**src/rtl/mem_arbiter.sv**
```systemverilog
// Two-master round-robin arbiter in front of a single native-bus memory.
// One transaction is in flight at a time. Grant is held until the memory
// acknowledges or the watchdog expires, and each completion is followed by
// one IDLE cycle.
module mem_arbiter #(
  parameter int          TIMEOUT  = 256,
  parameter logic [31:0] ERR_DATA = 32'hDEADBEEF
) (
  input  logic        clk,
  input  logic        resn,
  input  logic        m0_valid,
  input  logic        m0_instr,
  input  logic [31:0] m0_addr,
  input  logic [31:0] m0_wdata,
  input  logic [3:0]  m0_wstrb,
  output logic        m0_ready,
  output logic [31:0] m0_rdata,
  input  logic        m1_valid,
  input  logic        m1_instr,
  input  logic [31:0] m1_addr,
  input  logic [31:0] m1_wdata,
  input  logic [3:0]  m1_wstrb,
  output logic        m1_ready,
  output logic [31:0] m1_rdata,
  output logic        mem_valid,
  output logic        mem_instr,
  output logic [31:0] mem_addr,
  output logic [31:0] mem_wdata,
  output logic [3:0]  mem_wstrb,
  input  logic        mem_ready,
  input  logic [31:0] mem_rdata,
  output logic [1:0]  grant,
  output logic        timeout_err
);

  // A zero TIMEOUT still needs a legal (unused) one-bit counter.
  localparam int            CW     = (TIMEOUT > 0) ? $clog2(TIMEOUT + 1) : 1;
  localparam int            TLIM   = (TIMEOUT > 0) ? TIMEOUT - 1 : 0;
  localparam logic [CW-1:0] TLIM_C = CW'(TLIM);

  typedef enum logic [1:0] {IDLE, GNT0, GNT1} state_t;

  state_t        state, state_next;
  logic          last, last_next;     // master that completed most recently
  logic [CW-1:0] count, count_next;   // cycles spent waiting in the current grant
  logic          wd_fire;

  // State, priority pointer and watchdog counter.
  // last resets to 1 so that m0 wins the first tie.
  always_ff @(posedge clk or negedge resn) begin
    if (!resn) begin
      state <= IDLE;
      last  <= 1'b1;
      count <= '0;
    end else begin
      state <= state_next;
      last  <= last_next;
      count <= count_next;
    end
  end

  // The watchdog fires on the last allowed grant cycle, unless the memory answers in that same cycle.
  assign wd_fire = (TIMEOUT != 0) && (count == TLIM_C) && !mem_ready;

  // Next-state logic, bus forwarding and completion signalling.
  always_comb begin
    state_next  = state;
    last_next   = last;
    count_next  = count;
    mem_valid   = 1'b0;
    mem_instr   = 1'b0;
    mem_addr    = '0;
    mem_wdata   = '0;
    mem_wstrb   = '0;
    grant       = 2'b00;
    m0_ready    = 1'b0;
    m0_rdata    = '0;
    m1_ready    = 1'b0;
    m1_rdata    = '0;
    timeout_err = 1'b0;
    case (state)
      IDLE: begin
        count_next = '0;
        if (m0_valid && (!m1_valid || last)) state_next = GNT0;
        else if (m1_valid)                   state_next = GNT1;
      end
      GNT0: begin
        mem_valid = 1'b1;
        mem_instr = m0_instr;
        mem_addr  = m0_addr;
        mem_wdata = m0_wdata;
        mem_wstrb = m0_wstrb;
        grant     = 2'b01;
        if (mem_ready) begin
          m0_ready   = 1'b1;
          m0_rdata   = mem_rdata;
          state_next = IDLE;
          last_next  = 1'b0;
        end else if (wd_fire) begin
          m0_ready    = 1'b1;
          m0_rdata    = ERR_DATA;
          timeout_err = 1'b1;
          state_next  = IDLE;
          last_next   = 1'b0;
        end else begin
          count_next = count + CW'(1);
        end
      end
      GNT1: begin
        mem_valid = 1'b1;
        mem_instr = m1_instr;
        mem_addr  = m1_addr;
        mem_wdata = m1_wdata;
        mem_wstrb = m1_wstrb;
        grant     = 2'b10;
        if (mem_ready) begin
          m1_ready   = 1'b1;
          m1_rdata   = mem_rdata;
          state_next = IDLE;
          last_next  = 1'b1;
        end else if (wd_fire) begin
          m1_ready    = 1'b1;
          m1_rdata    = ERR_DATA;
          timeout_err = 1'b1;
          state_next  = IDLE;
          last_next   = 1'b1;
        end else begin
          count_next = count + CW'(1);
        end
      end
      default: state_next = IDLE;
    endcase
  end

endmodule

```
**config.mk**
```make
export PLATFORM = sky130hd
export DESIGN_NAME = mem_arbiter
export DESIGN_NICKNAME = d
export VERILOG_FILES = /design/src/rtl/mem_arbiter.sv
export SDC_FILE = /design/constraint.sdc
export NUM_CORES = 1
export LEC_CHECK = 0
export CORE_AREA = 2 2 123 125
export CTS_CLUSTER_DIAMETER = 30
export DETAILED_ROUTE_END_ITERATION = 10
export DIE_AREA = 0 0 125 127
export PLACE_DENSITY = 0.64
export RECOVER_POWER = 50
export SETUP_SLACK_MARGIN = 0.1
export SYNTH_ARGS = -nofsm -noshare
export SYNTH_HDL_FRONTEND = slang
export SYNTH_SLANG_ARGS = --single-unit
```
**constraint.sdc**
```tcl
create_clock -name clk -period 2.5 [get_ports clk]
set_clock_uncertainty 0.1 [all_clocks]
set_input_delay 0.375 -clock clk [delete_from_list [all_inputs] [get_ports clk]]
set_output_delay 0.375 -clock clk [all_outputs]
set_load 0.01 [all_outputs]
```
==> summary.md <==
| Metric | Value |
|---|---|
| H-Tree Depth | 1 |
| Clock slew at reported path FFs | 0.04 ns |
| Slew margin rel. | 59.5% |
| Switching Share | 44.9% |
| Gate power share | 86.5% |
| Placed cells | 826 |
| Commonest cells post-synth | 118 x nor2_1, 69 x a22oi_1, 25 x clkbuf_1, 24 x nor2b_1, 16 x and3_1 |
| Worst Path Buf+Inv | 3 |
| DIE AREA | 15900 um2 |
| DR vias | 3857 |
| Arr. time, crit path | 1.95 ns |
| Antenna viol nets, final | 0 |
| Syn avg cell area | 6.20 um2 |
| Final WS setup | 0.0725 ns |
| CP startpoint kind | flop |
| Sequential share of power | 5.9% |
| Outcome | complete, no violations |
| CTS Hold Bufs | 0 |
| Total wire length | 14.3 mm |
| Top achievable clock speed | 412 MHz |
| Global Route Usage Sum | 16.3% |
| Hold WC Path Type | flop to flop |
| Final nets | 855 |
| Peak VDD IR | 0.354 mV |
| Initial antenna violation count | 1 |
| Max Cap Viol | 0 |
| # setup viols final | 0 |
| Starting DRT DRC Count | 245 |
| CP top delay family | buffers and inverters |
| Pwr Density | 728 nW/um2 |
| Io pins | 314 |
| Worst Setup Path Type | flop to primary output |
| Tmin final | 2.43 ns |
| Reg2Reg Launch Point | count[0]$_DFFE_PN0P_ |
| CP Data Required Time | 2.03 ns |
| Tot Pwr | 0.00433 W |
| Crit path to | m0_rdata[8] |
| CP Launch Point | state[1]$_DFFE_PN0P_ |
| Worst-Skew Late Latency | 0.24 ns |
| Top_reg_cell synth | dfrtp_1 |
| Leakage Power | 2.92 nW |
| Cells after Synth | 343 |
| CP Cell Sequence | inv_2 -> ha_4 -> bufbuf_16 -> and3_1 -> clkdlybuf4s50_1 |
| Die W | 125 um |
| EDFF count, synth | 0 |
| Slowest-stage cell, CP | clkdlybuf4s50_1 |
| Layout cells sized above 1 | 17.0% |
| Count leader, synth | nor2_1 |
| Final slew viol count | 0 |
| Syn Std Cell Area | 2130 um2 |
| Clock power frac | 7.6% |
| Asr flop ratio synth | 100% |
| Fin. Hold Viols | 0 |
| CTS Sinks | 12 |
| Initial Util | 14.7% |
| Routed len/inst | 16.7 um |
| CTS tree | built |
| Int Pwr | 0.00239 W |
| Total CTS buffers | 3 |
| Iteration count of the initial detailed-routing pass | 5 |
| Port Buffer Count | 313 |
| GP Congestion | 0.894 |
| Final Non-Filler Cells | 856 |
| Worst-path fanout max | 21 |
| # DRC | 0 |
| CTS Buffer Depth | 2 |
| Root buf cell | clkbuf_16 |
| Std-Cell Core Area | 14400 um2 |
| Vias per std cell | 4.51 |
| Final period util | 97.1% |
| Critical path depth | 5 |
| Synth Warn # | 0 |
| Worst Max-Slew Pin Slew | 0.606 ns |
| GRT overflow | 0 |
| Leading area contributor after synthesis | a22oi_1 |
| Synth cell types | 32 |
| Register area share after synthesis | 14.2% |
| Worst R2R End | count[5]$_DFFE_PN0P_ |
| Switching power total | 0.00195 W |
| DP Wirelength | 11.0 mm |
| Net count after synthesis | 526 |
| Number of global-route vias before repair | 3868 |
| Largest net degree at the start of global routing | 35 |
| Die Y | 127 um |
| Worst R2R Path Depth | 8 |
| Reg2Reg Setup Slack | 0.23 ns |
| Layout area overhead | 180% |
| DP Worst Slack | 0.0295 ns |
| Cell Rows | 44 |
| First-pass GRT wire length | 21.2 mm |
| # fillers | 1523 |
| RSZ-0062 raised after global routing | yes |
| Crit. End Element | primary output |
| CP max stage delay | 0.53 ns |
| Synth top area cells | a22oi_1 24%, nor2_1 21%, dfrtp_1 13%, nor2b_1 7.1%, and3_1 4.7% |
| Synth Register Bits | 12 |
| Share of the synthesized area in the top cell type | 24.4% |
-- cell type report --
class | count | area, um2 | share of cell area, %
Timing Repair Buffer | 361 | 3530 | 59.3
Multi-Input combinational cell | 286 | 1770 | 29.7
Sequential cell | 12 | 302 | 5.06
Tap cell | 184 | 230 | 3.86
Clock buffer | 4 | 88.8 | 1.49
Inverter | 8 | 32.5 | 0.546
Antenna cell | 1 | 2.50 | 0.0420
-- timing repair --
item | CTS | global route
setup buffers | 11 | 7
pin swaps | 4 | 4
endpoints found under the setup margin | 138 | 76
gates resized for setup | 156 | 105
cloned | 6 | 1
-- how the worst min path moves through the flow --
| stage | startpoint | endpoint | slack, ns | cells past startpoint |
|---|---|---|---|---|
| 5_1_grt | last$_DFFE_PN1P_ | last$_DFFE_PN1P_ | 0.41 | 2 |
| 6_report | last$_DFFE_PN1P_ | last$_DFFE_PN1P_ | 0.36 | 2 |
| 3_5_place_dp | last$_DFFE_PN1P_ | last$_DFFE_PN1P_ | 0.36 | 2 |
| 3_3_place_gp | last$_DFFE_PN1P_ | last$_DFFE_PN1P_ | 0.36 | 2 |
| 4_1_cts | last$_DFFE_PN1P_ | last$_DFFE_PN1P_ | 0.37 | 2 |
| 2_1_floorplan | resn | count[0]$_DFFE_PN0P_ | -0.02 | 0 |
-- per-layer routing --
metal | vias up | track usage (%) | wire [um]
met5 | - | 0 | 0
met4 | 0 | 4.44 | 310
met3 | 22 | 4.77 | 1190
met2 | 184 | 30.4 | 7660
met1 | 1774 | 18.2 | 5160
li1 | 1877 | - | -
-- logic make-up (layout without fill, tap and decap cells) --
logic type               Yosys count  after routing  synth area share [%]
AO/OA/AOI/OAI                     96             96                  33.4
adder cells (fa/ha/maj)            8              8                  4.71
other                              0              1                     0
AND/OR/NAND/NOR                  182            182                  39.0
buffers and inverters             45            373                  8.71
flip-flops                        12             12                  14.2
-- sequential cells by signal, indices dropped and copies added (netlist names) --
register and cells:
count 9, last 1, state 2
-- layout by cell type, fill, tap and decap left out, drive strengths merged, types with 2 or more instances in the layout --
| cell | netlist | layout |
|---|---|---|
| a22oi | 69 | 69 |
| and3 | 16 | 16 |
| buf | 12 | 47 |
| bufbuf | 0 | 3 |
| clkbuf | 25 | 38 |
| clkdlybuf4s15 | 0 | 18 |
| clkdlybuf4s50 | 0 | 176 |
| dfrtp | 11 | 11 |
| dlygate4sd2 | 0 | 73 |
| dlymetal6s2s | 0 | 9 |
| ha | 8 | 8 |
| inv | 8 | 8 |
| nand2 | 6 | 6 |
| nand2b | 3 | 3 |
| nand3 | 6 | 6 |
| nor2 | 118 | 118 |
| nor2b | 24 | 24 |
| nor3b | 2 | 2 |
| o211ai | 5 | 5 |
| o21ai | 10 | 10 |
| o2bb2ai | 2 | 2 |
| o311ai | 5 | 5 |
| or4 | 4 | 4 |
-- per-stage QoR --
stage / setup TNS (ns) / hold WS (ns) / area [um2] / utilization, %
after floorplan: 0 / -0.0206 / 2130 / -
after global placement: 0 / 0.360 / 5610 / 38.9
after detailed placement: 0 / 0.359 / 5610 / 38.9
after CTS: 0 / 0.365 / 5880 / 40.8
after global routing: -0.0212 / 0.405 / 5960 / 41.3
final: 0 / 0.365 / 5960 / 41.3
-- power groups by stage --
| stage | registers (W) | logic [W] | clock network (W) |
|---|---|---|---|
| 2_1_floorplan | 0.000262 | 0.00153 | 0 |
| 3_3_place_gp | 0.000258 | 0.00335 | 0 |
| 3_5_place_dp | 0.000261 | 0.00338 | 0 |
| 4_1_cts | 0.000256 | 0.00363 | 0.000334 |
| 5_1_grt | 0.000263 | 0.00404 | 0.000348 |
| 6_report | 0.000257 | 0.00375 | 0.000327 |
-- tightest hold or removal path: cells and delay by family, from the launching register on --
family / cells / cell delay [ns]
flip-flops: 1 / 0.37
AND/OR/NAND/NOR: 2 / 0.09
Power figures use the tool's default switching activity.
